### src/rtl/twi_arbiter.sv
// Two-port round-robin arbiter that serialises single-byte register transactions onto one TWI master.
// Optional WAIT timeout with m_abort is enabled by defining TWI_ARB_TIMEOUT_EN.
module twi_arbiter #(
  parameter int TIMEOUT   = 50000,
  parameter int TIMEOUT_W = 16
) (
  input  logic       clk,
  input  logic       rst,

  input  logic       req0_valid,
  input  logic       req0_rnw,
  input  logic [6:0] req0_chip_addr,
  input  logic [7:0] req0_reg_addr,
  input  logic [7:0] req0_wdata,
  output logic       req0_ready,
  output logic       req0_done,
  output logic [7:0] req0_rdata,
  output logic       req0_err,

  input  logic       req1_valid,
  input  logic       req1_rnw,
  input  logic [6:0] req1_chip_addr,
  input  logic [7:0] req1_reg_addr,
  input  logic [7:0] req1_wdata,
  output logic       req1_ready,
  output logic       req1_done,
  output logic [7:0] req1_rdata,
  output logic       req1_err,

  output logic       m_start,
  output logic       m_rnw,
  output logic [6:0] m_chip_addr,
  output logic [7:0] m_reg_addr,
  output logic [7:0] m_wdata,
  input  logic [7:0] m_rdata,
  input  logic       m_done,
  input  logic       m_nack,
  output logic       m_abort,

  output logic       busy,
  output logic       owner
);

  typedef enum logic [1:0] {IDLE, ISSUE, WAIT, RESP} state_t;

  state_t     state;
  logic       last_owner;
  logic       grant_valid;
  logic       grant_port;
  logic       sel_rnw;
  logic [6:0] sel_chip;
  logic [7:0] sel_reg;
  logic [7:0] sel_wdata;
  logic       timed_out;
  logic       finish;
  logic       finish_err;
  logic [7:0] finish_rdata;

  // A counter that cannot reach TIMEOUT-1 would never fire.
  if (2 ** TIMEOUT_W <= TIMEOUT) begin : g_timeout_w_too_small
    $error("twi_arbiter: TIMEOUT_W too narrow for TIMEOUT");
  end

  // On a tie the port that did not win last time is granted.
  always_comb begin
    grant_valid = req0_valid | req1_valid;
    grant_port  = (req0_valid && req1_valid) ? ~last_owner : req1_valid;
    sel_rnw     = grant_port ? req1_rnw       : req0_rnw;
    sel_chip    = grant_port ? req1_chip_addr : req0_chip_addr;
    sel_reg     = grant_port ? req1_reg_addr  : req0_reg_addr;
    sel_wdata   = grant_port ? req1_wdata     : req0_wdata;
  end

  // A write or a NACKed/aborted read reports 8'h00 rather than whatever the bus returned.
  always_comb begin
    finish       = (state == WAIT) && (m_done || timed_out);
    finish_err   = m_done ? m_nack : 1'b1;
    finish_rdata = (m_done && !m_nack && m_rnw) ? m_rdata : 8'h00;
  end

`ifdef TWI_ARB_TIMEOUT_EN
  localparam logic [TIMEOUT_W-1:0] LAST_WAIT = TIMEOUT_W'(TIMEOUT - 1);

  logic [TIMEOUT_W-1:0] wait_cnt;

  assign timed_out = (state == WAIT) && !m_done && (wait_cnt == LAST_WAIT);

  always_ff @(posedge clk) begin
    if (rst) begin
      wait_cnt <= '0;
      m_abort  <= 1'b0;
    end else begin
      m_abort <= timed_out;
      if (state == ISSUE) begin
        wait_cnt <= '0;
      end else if (state == WAIT) begin
        wait_cnt <= wait_cnt + 1'b1;
      end
    end
  end
`else
  assign timed_out = 1'b0;
  assign m_abort   = 1'b0;
`endif

  always_ff @(posedge clk) begin
    if (rst) begin
      state       <= IDLE;
      last_owner  <= 1'b1;
      owner       <= 1'b0;
      m_start     <= 1'b0;
      m_rnw       <= 1'b0;
      m_chip_addr <= 7'h00;
      m_reg_addr  <= 8'h00;
      m_wdata     <= 8'h00;
      req0_ready  <= 1'b0;
      req1_ready  <= 1'b0;
      req0_done   <= 1'b0;
      req1_done   <= 1'b0;
      req0_rdata  <= 8'h00;
      req1_rdata  <= 8'h00;
      req0_err    <= 1'b0;
      req1_err    <= 1'b0;
    end else begin
      m_start    <= 1'b0;
      req0_ready <= 1'b0;
      req1_ready <= 1'b0;
      req0_done  <= 1'b0;
      req1_done  <= 1'b0;
      case (state)
        IDLE: begin
          if (grant_valid) begin
            owner       <= grant_port;
            m_rnw       <= sel_rnw;
            m_chip_addr <= sel_chip;
            m_reg_addr  <= sel_reg;
            m_wdata     <= sel_wdata;
            m_start     <= 1'b1;
            req0_ready  <= ~grant_port;
            req1_ready  <= grant_port;
            state       <= ISSUE;
          end
        end
        ISSUE: state <= WAIT;
        WAIT: begin
          if (finish) begin
            state <= RESP;
            if (owner) begin
              req1_done  <= 1'b1;
              req1_rdata <= finish_rdata;
              req1_err   <= finish_err;
            end else begin
              req0_done  <= 1'b1;
              req0_rdata <= finish_rdata;
              req0_err   <= finish_err;
            end
          end
        end
        RESP: begin
          last_owner <= owner;
          state      <= IDLE;
        end
        default: state <= IDLE;
      endcase
    end
  end

  assign busy = (state != IDLE);

endmodule
### config.mk
export PLATFORM = sky130hd
export DESIGN_NAME = twi_arbiter
export DESIGN_NICKNAME = d
export VERILOG_FILES = /design/src/rtl/twi_arbiter.sv
export SDC_FILE = /design/constraint.sdc
export NUM_CORES = 1
export LEC_CHECK = 0
export ABC_AREA = 0
export BUFFER_PORTS_ARGS = -buffer_cell sky130_fd_sc_hd__buf_2
export CORE_UTILIZATION = 48
export CTS_CLUSTER_DIAMETER = 50
export DETAILED_ROUTE_END_ITERATION = 8
export MAX_ROUTING_LAYER = met4
export PLACE_DENSITY = 0.84
export SYNTH_ARGS = -nofsm -noshare
export SYNTH_HDL_FRONTEND = slang
export SYNTH_SLANG_ARGS = --single-unit
export TNS_END_PERCENT = 20
### constraint.sdc
create_clock -name clk -period 3.2 [get_ports clk]
set_input_delay 0.8 -clock clk [delete_from_list [all_inputs] [get_ports clk]]
set_output_delay 0.8 -clock clk [all_outputs]
set_load 0.005 [all_outputs]
Word-level counts from Yosys, hierarchy flattened
Index checks and enable logic that the tools add are counted.
{"block": "totals", "regBits": 51, "word_cells": 56}
{"block": "op_classes", "eq_ne": 5, "mux": 13, "n_bitwise": 8, "reduce_logical": 14}
{"operator": "$mux W8", "count": 3}
{"operator": "$pmux W2 S4", "count": 1}
{"operator": "$mux W7", "count": 1}
{"operator": "$not A1 Y1", "count": 7}
{"operator": "$mux W1", "count": 6}
{"operator": "$reduce_and A3 Y1", "count": 2}
{"operator": "$reduce_or A3 Y1", "count": 2}
{"operator": "$eq A2 B2 Y1 const B", "count": 2}
{"operator": "$logic_and A1 B1 Y1", "count": 4}
{"operator": "$mux W2", "count": 2}
{"operator": "$ne A2 B2 Y1 const B", "count": 2}
{"operator": "$reduce_and A2 Y1", "count": 2}
{"operator": "$eq A2 B1 Y1 const B", "count": 1}
{"operator": "$logic_not A2 Y1", "count": 1}
{"operator": "$reduce_bool A2 Y1", "count": 1}
{"operator": "$reduce_or A2 Y1", "count": 1}
{"operator": "$logic_not A1 Y1", "count": 1}
{"operator": "$or A1 B1 Y1", "count": 1}

Depth between registers and ports, before layout
{"block": "logic_depth", "ltp_word": 4, "ltp_mapped": 6, "depth_no_buf": 5}

Worst setup path before layout
OpenSTA, ideal clock, no wires.
{"block": "synth_path", "path_type": "input to register", "from": "input req1_valid", "to": "register m_chip_addr[4]", "setup_time_ns": 0.081, "arrival_time_ns": 1.552, "required_time_ns": 3.119, "slack_ns": 1.567, "stages": 4, "path_buffers": 1, "path_cell_list": "o21ai_2 buf_2 a21oi_1 a211oi_2"}
{"block": "synth_via", "elab_chain_cells": 3}
{"element": "from (decl)", "line_no": "20", "text": "input logic req1_valid,"}
{"element": "$logic_and A1 B1 Y1", "line_no": "67", "text": "grant_port = (req0_valid && req1_valid) ? ~last_owner : req1_valid;"}
{"element": "$mux W1", "line_no": "67"}
{"element": "$mux W7", "line_no": "69", "text": "sel_chip = grant_port ? req1_chip_addr : req0_chip_addr;"}
{"element": "to (signal assigned)", "line_no": "135", "text": "m_chip_addr <= sel_chip;"}
{"element": "to (decl)", "line_no": "32", "text": "output logic [6:0] m_chip_addr,"}
Several ways; a longest one is shown, not always the timed one.
A chain may end at the register's enable or synchronous reset.

Final worst setup path
{"block": "layout_path", "from": "register state[1]", "to": "output busy"}
{"block": "layout_via", "elab_chain_cells": 1}
{"element": "from (decl)", "line_no": "46", "text": "state_t state;"}
{"element": "from (signal assigned)", "line_no": "108", "text": "state <= IDLE;"}
{"element": "from (signal assigned)", "line_no": "141", "text": "state <= ISSUE;"}
{"element": "from (signal assigned)", "line_no": "144", "text": "ISSUE: state <= WAIT;"}
{"element": "$reduce_bool A2 Y1", "line_no": "168", "text": "assign busy = (state != IDLE);"}
{"element": "to (decl)", "line_no": "40", "text": "output logic busy,"}
Every way passes these cells.

==> impl_metrics.json <==
{
  "outcome": "finished, final reports clean",
  "rsz0062_at_grt": "false",
  "relSlewSlack_pct": 26.6,
  "syn-instance-count": 257,
  "antenna_found_initial": 0,
  "cts_root_buf": "clkbuf_8",
  "antenna_cells": 0,
  "setup_violations": 0,
  "yosys-top-cells-area": "dfxtp_1 47%, a21oi_1 10%, a211oi_2 9.2%, nand2_1 7.9%, nor2_1 4.8%",
  "grt_use_total_pct": 23.7,
  "pwr-share-clk_pct": 20.7,
  "crit_path_end_kind": "output pin",
  "gp_routability_congestion": 0.875,
  "worst-setup-path-type": "reg2out",
  "coreArea_sq_um": 4350,
  "r2r_start": "state[0]",
  "p_sw_uw": 723,
  "yosysTopAreaCellShare_pct": 46.8,
  "cts_resized": 0,
  "area_growth_pct": 28.7,
  "die_h_microns": 69.4,
  "cp_data_required_time_ns": 2.40,
  "start_util_pct": 50.1,
  "yosys_register_bits": 51,
  "worst_pin_slew_ns": 1.10,
  "ys_types": 29,
  "avgSynthCellArea_sq_um": 8.49,
  "seqPwrFrac_pct": 41.2,
  "ant_nets": 0,
  "synth_most_common_cell": "dfxtp_1",
  "arrival_ns": 1.15,
  "rows": 24,
  "drt-wirelength-per-cell_microns": 13.3,
  "grt_pass1_vias": 2085,
  "fin_crit_sh_pct": 61.0,
  "hold_class": "reg2reg",
  "ir_drop_uv": 376,
  "cts.sinks": 51,
  "dpl.hpwl_microns": 3750,
  "portBuffers": 110,
  "clock_skew_ns": 0.00554,
  "min_to": "req1_err",
  "ys_seq_area_share_pct": 46.8,
  "dr.pass1.iters": 4,
  "postCtsHoldBufs": 0,
  "tns_ns": 0,
  "synth_edf_count": 0,
  "synth_common_cells": "51 x dfxtp_1, 46 x nand2_1, 44 x a21oi_1",
  "cts.clk_slew.worst_paths_ns": 0.09,
  "drv_slew": 0,
  "die-area_sq_um": 4820,
  "r2r_setup_slack_ns": 1.61,
  "intPower_mw": 1.33,
  "ys_warn_count": 0,
  "cap_violations": 0,
  "htreeDepth": 2,
  "yosysTopAreaCell": "dfxtp_1",
  "whs_path_depth": 2,
  "critPathMaxFanout": 4,
  "final_cell_area_sq_um": 2810,
  "swShare_pct": 35.2,
  "ys.flop_type": "dfxtp_1",
  "chipWidth_microns": 69.4,
  "worstHoldStart": "req1_err",
  "timing.rr.end": "m_wdata[6]",
  "clock_path_buffers": 2,
  "num_vias": 2177,
  "postCtsSetupBuffers": 0,
  "hold_violations": 0,
  "ys_async_sr_fraction_pct": 0,
  "overflow": 0,
  "cts_buffers": 5,
  "power_frac_comb_pct": 38.1,
  "fmax_mhz": 512,
  "instances_no_fill": 407,
  "final_nets": 421,
  "syn_nets": 323,
  "post_dp_cell_area_sq_um": 2710,
  "drt_iter0_drc": 88,
  "grt_max_degree": 53,
  "routed_wl_microns": 5430,
  "cts_tree": "done",
  "grt_pass1_wl_microns": 9030,
  "min_period_ns": 1.95,
  "num_io_pins": 112,
  "drc": 0,
  "detail_route.vias_per_cell": 5.35,
  "p_leak_nw": 1.33,
  "clock_latency_ns": 0.30,
  "worstSetupStartpointType": "register",
  "netlist_area_sq_um": 2180,
  "power_per_cell_area_nw_per_um2": 731,
  "drive_gt1_share_pct": 38.6,
  "dp.cells": 400,
  "reg2reg_depth": 5
}
## cells in the final DEF, fill, tap and decap left out
master	Yosys	layout
buf_2	7	110
dfxtp_1	51	51
nand2_1	46	46
a21oi_1	44	44
nor2_1	28	28
nand3_1	17	17
a211oi_2	16	16
a211oi_1	8	8
clkbuf_8	0	5
inv_1	4	4
ha_1	4	4
and3b_1	2	2
nor3_1	2	2
nand2b_1	2	2
nand3b_1	1	1
and3_1	1	1
a21bo_2	1	1
a21boi_4	1	1
o21ai_2	1	1
o21a_2	1	1
or3b_1	1	1
a21boi_1	1	1
mux2i_1	1	1
nor2b_1	1	1
a211o_1	1	1
o21a_1	1	1
conb_1	1	1
clkbuf_1	8	1
bufinv_16	0	1
buf_4	4	1
## power groups by stage
stage | Combinational (mW) | Clock [mW] | Sequential (mW)
finish | 0.783 | 0.424 | 0.846
global route | 0.887 | 0.460 | 0.860
CTS | 0.792 | 0.435 | 0.845
detailed placement | 0.791 | 0 | 0.856
global placement | 0.761 | 0 | 0.854
floorplan | 0.523 | 0 | 0.865
## worst max path at each step
stage | start | end | slack, ns | cells past startpoint
CTS | state[1] | busy | 1.23 | 4
global route | state[0] | busy | 1.15 | 4
detailed placement | req1_valid | m_wdata[6] | 1.10 | 4
floorplan | req1_valid | m_chip_addr[4] | 1.57 | 4
global placement | rst | state[1] | 1.19 | 3
finish | state[1] | busy | 1.25 | 4
## stage by stage
step	utilization, %	hold slack (ns)	setup WS (ns)	power (mW)
CTS	64.5	0.456	1.23	2.07
global route	64.5	0.475	1.15	2.21
global placement	62.1	0.439	1.19	1.61
floorplan	-	0.453	1.57	1.39
finish	64.5	0.458	1.25	2.05
detailed placement	62.1	0.443	1.10	1.65
## kinds of logic after synthesis
logic type,Yosys count,synth area share [%]
adders and majority gates,4,2.29
buffers and inverters,24,5.27
AOI/OAI and AO/OA,75,25.2
muxes,1,0.459
other,1,0.172
and+or+nand+nor,101,19.8
DFF,51,46.8
## area by class of cell
cell class | instances | area (sq um)
fillers | 384 | 1550
multi-input cells | 182 | 1050
flip-flops and latches | 51 | 1020
repair buffers | 111 | 558
clock buffers | 6 | 72.6
well taps | 52 | 65.1
clock inverters | 1 | 30.0
inverters | 4 | 15.0
## state kept, by name (all words and copies together) (netlist names)
register,flops
req0_rdata,8
req0_err,1
owner,1
state,2
m_reg_addr,8
m_chip_addr,7
last_owner,1
req1_done,1
req0_done,1
m_wdata,8
m_start,1
req0_ready,1
m_rnw,1
req1_rdata,8
req1_err,1
req1_ready,1
## metal layers
| metal | global-route usage [%] | wire (microns) | up-vias |
|---|---|---|---|
| met2 | 42.5 | 2820 | 81 |
| met5 | - | 0 | - |
| met4 | 8.62 | 115 | 0 |
| met1 | 25.7 | 2180 | 1014 |
| met3 | 5.09 | 311 | 13 |
| li1 | - | - | 1069 |
## critical path, stage by stage (launching register included)
cell and delay, ns:
dfxtp_1 0.39, inv_1 0.08, ha_1 0.23, inv_1 0.06, buf_2 0.10
Note: power is estimated with default switching activity, not from simulation.
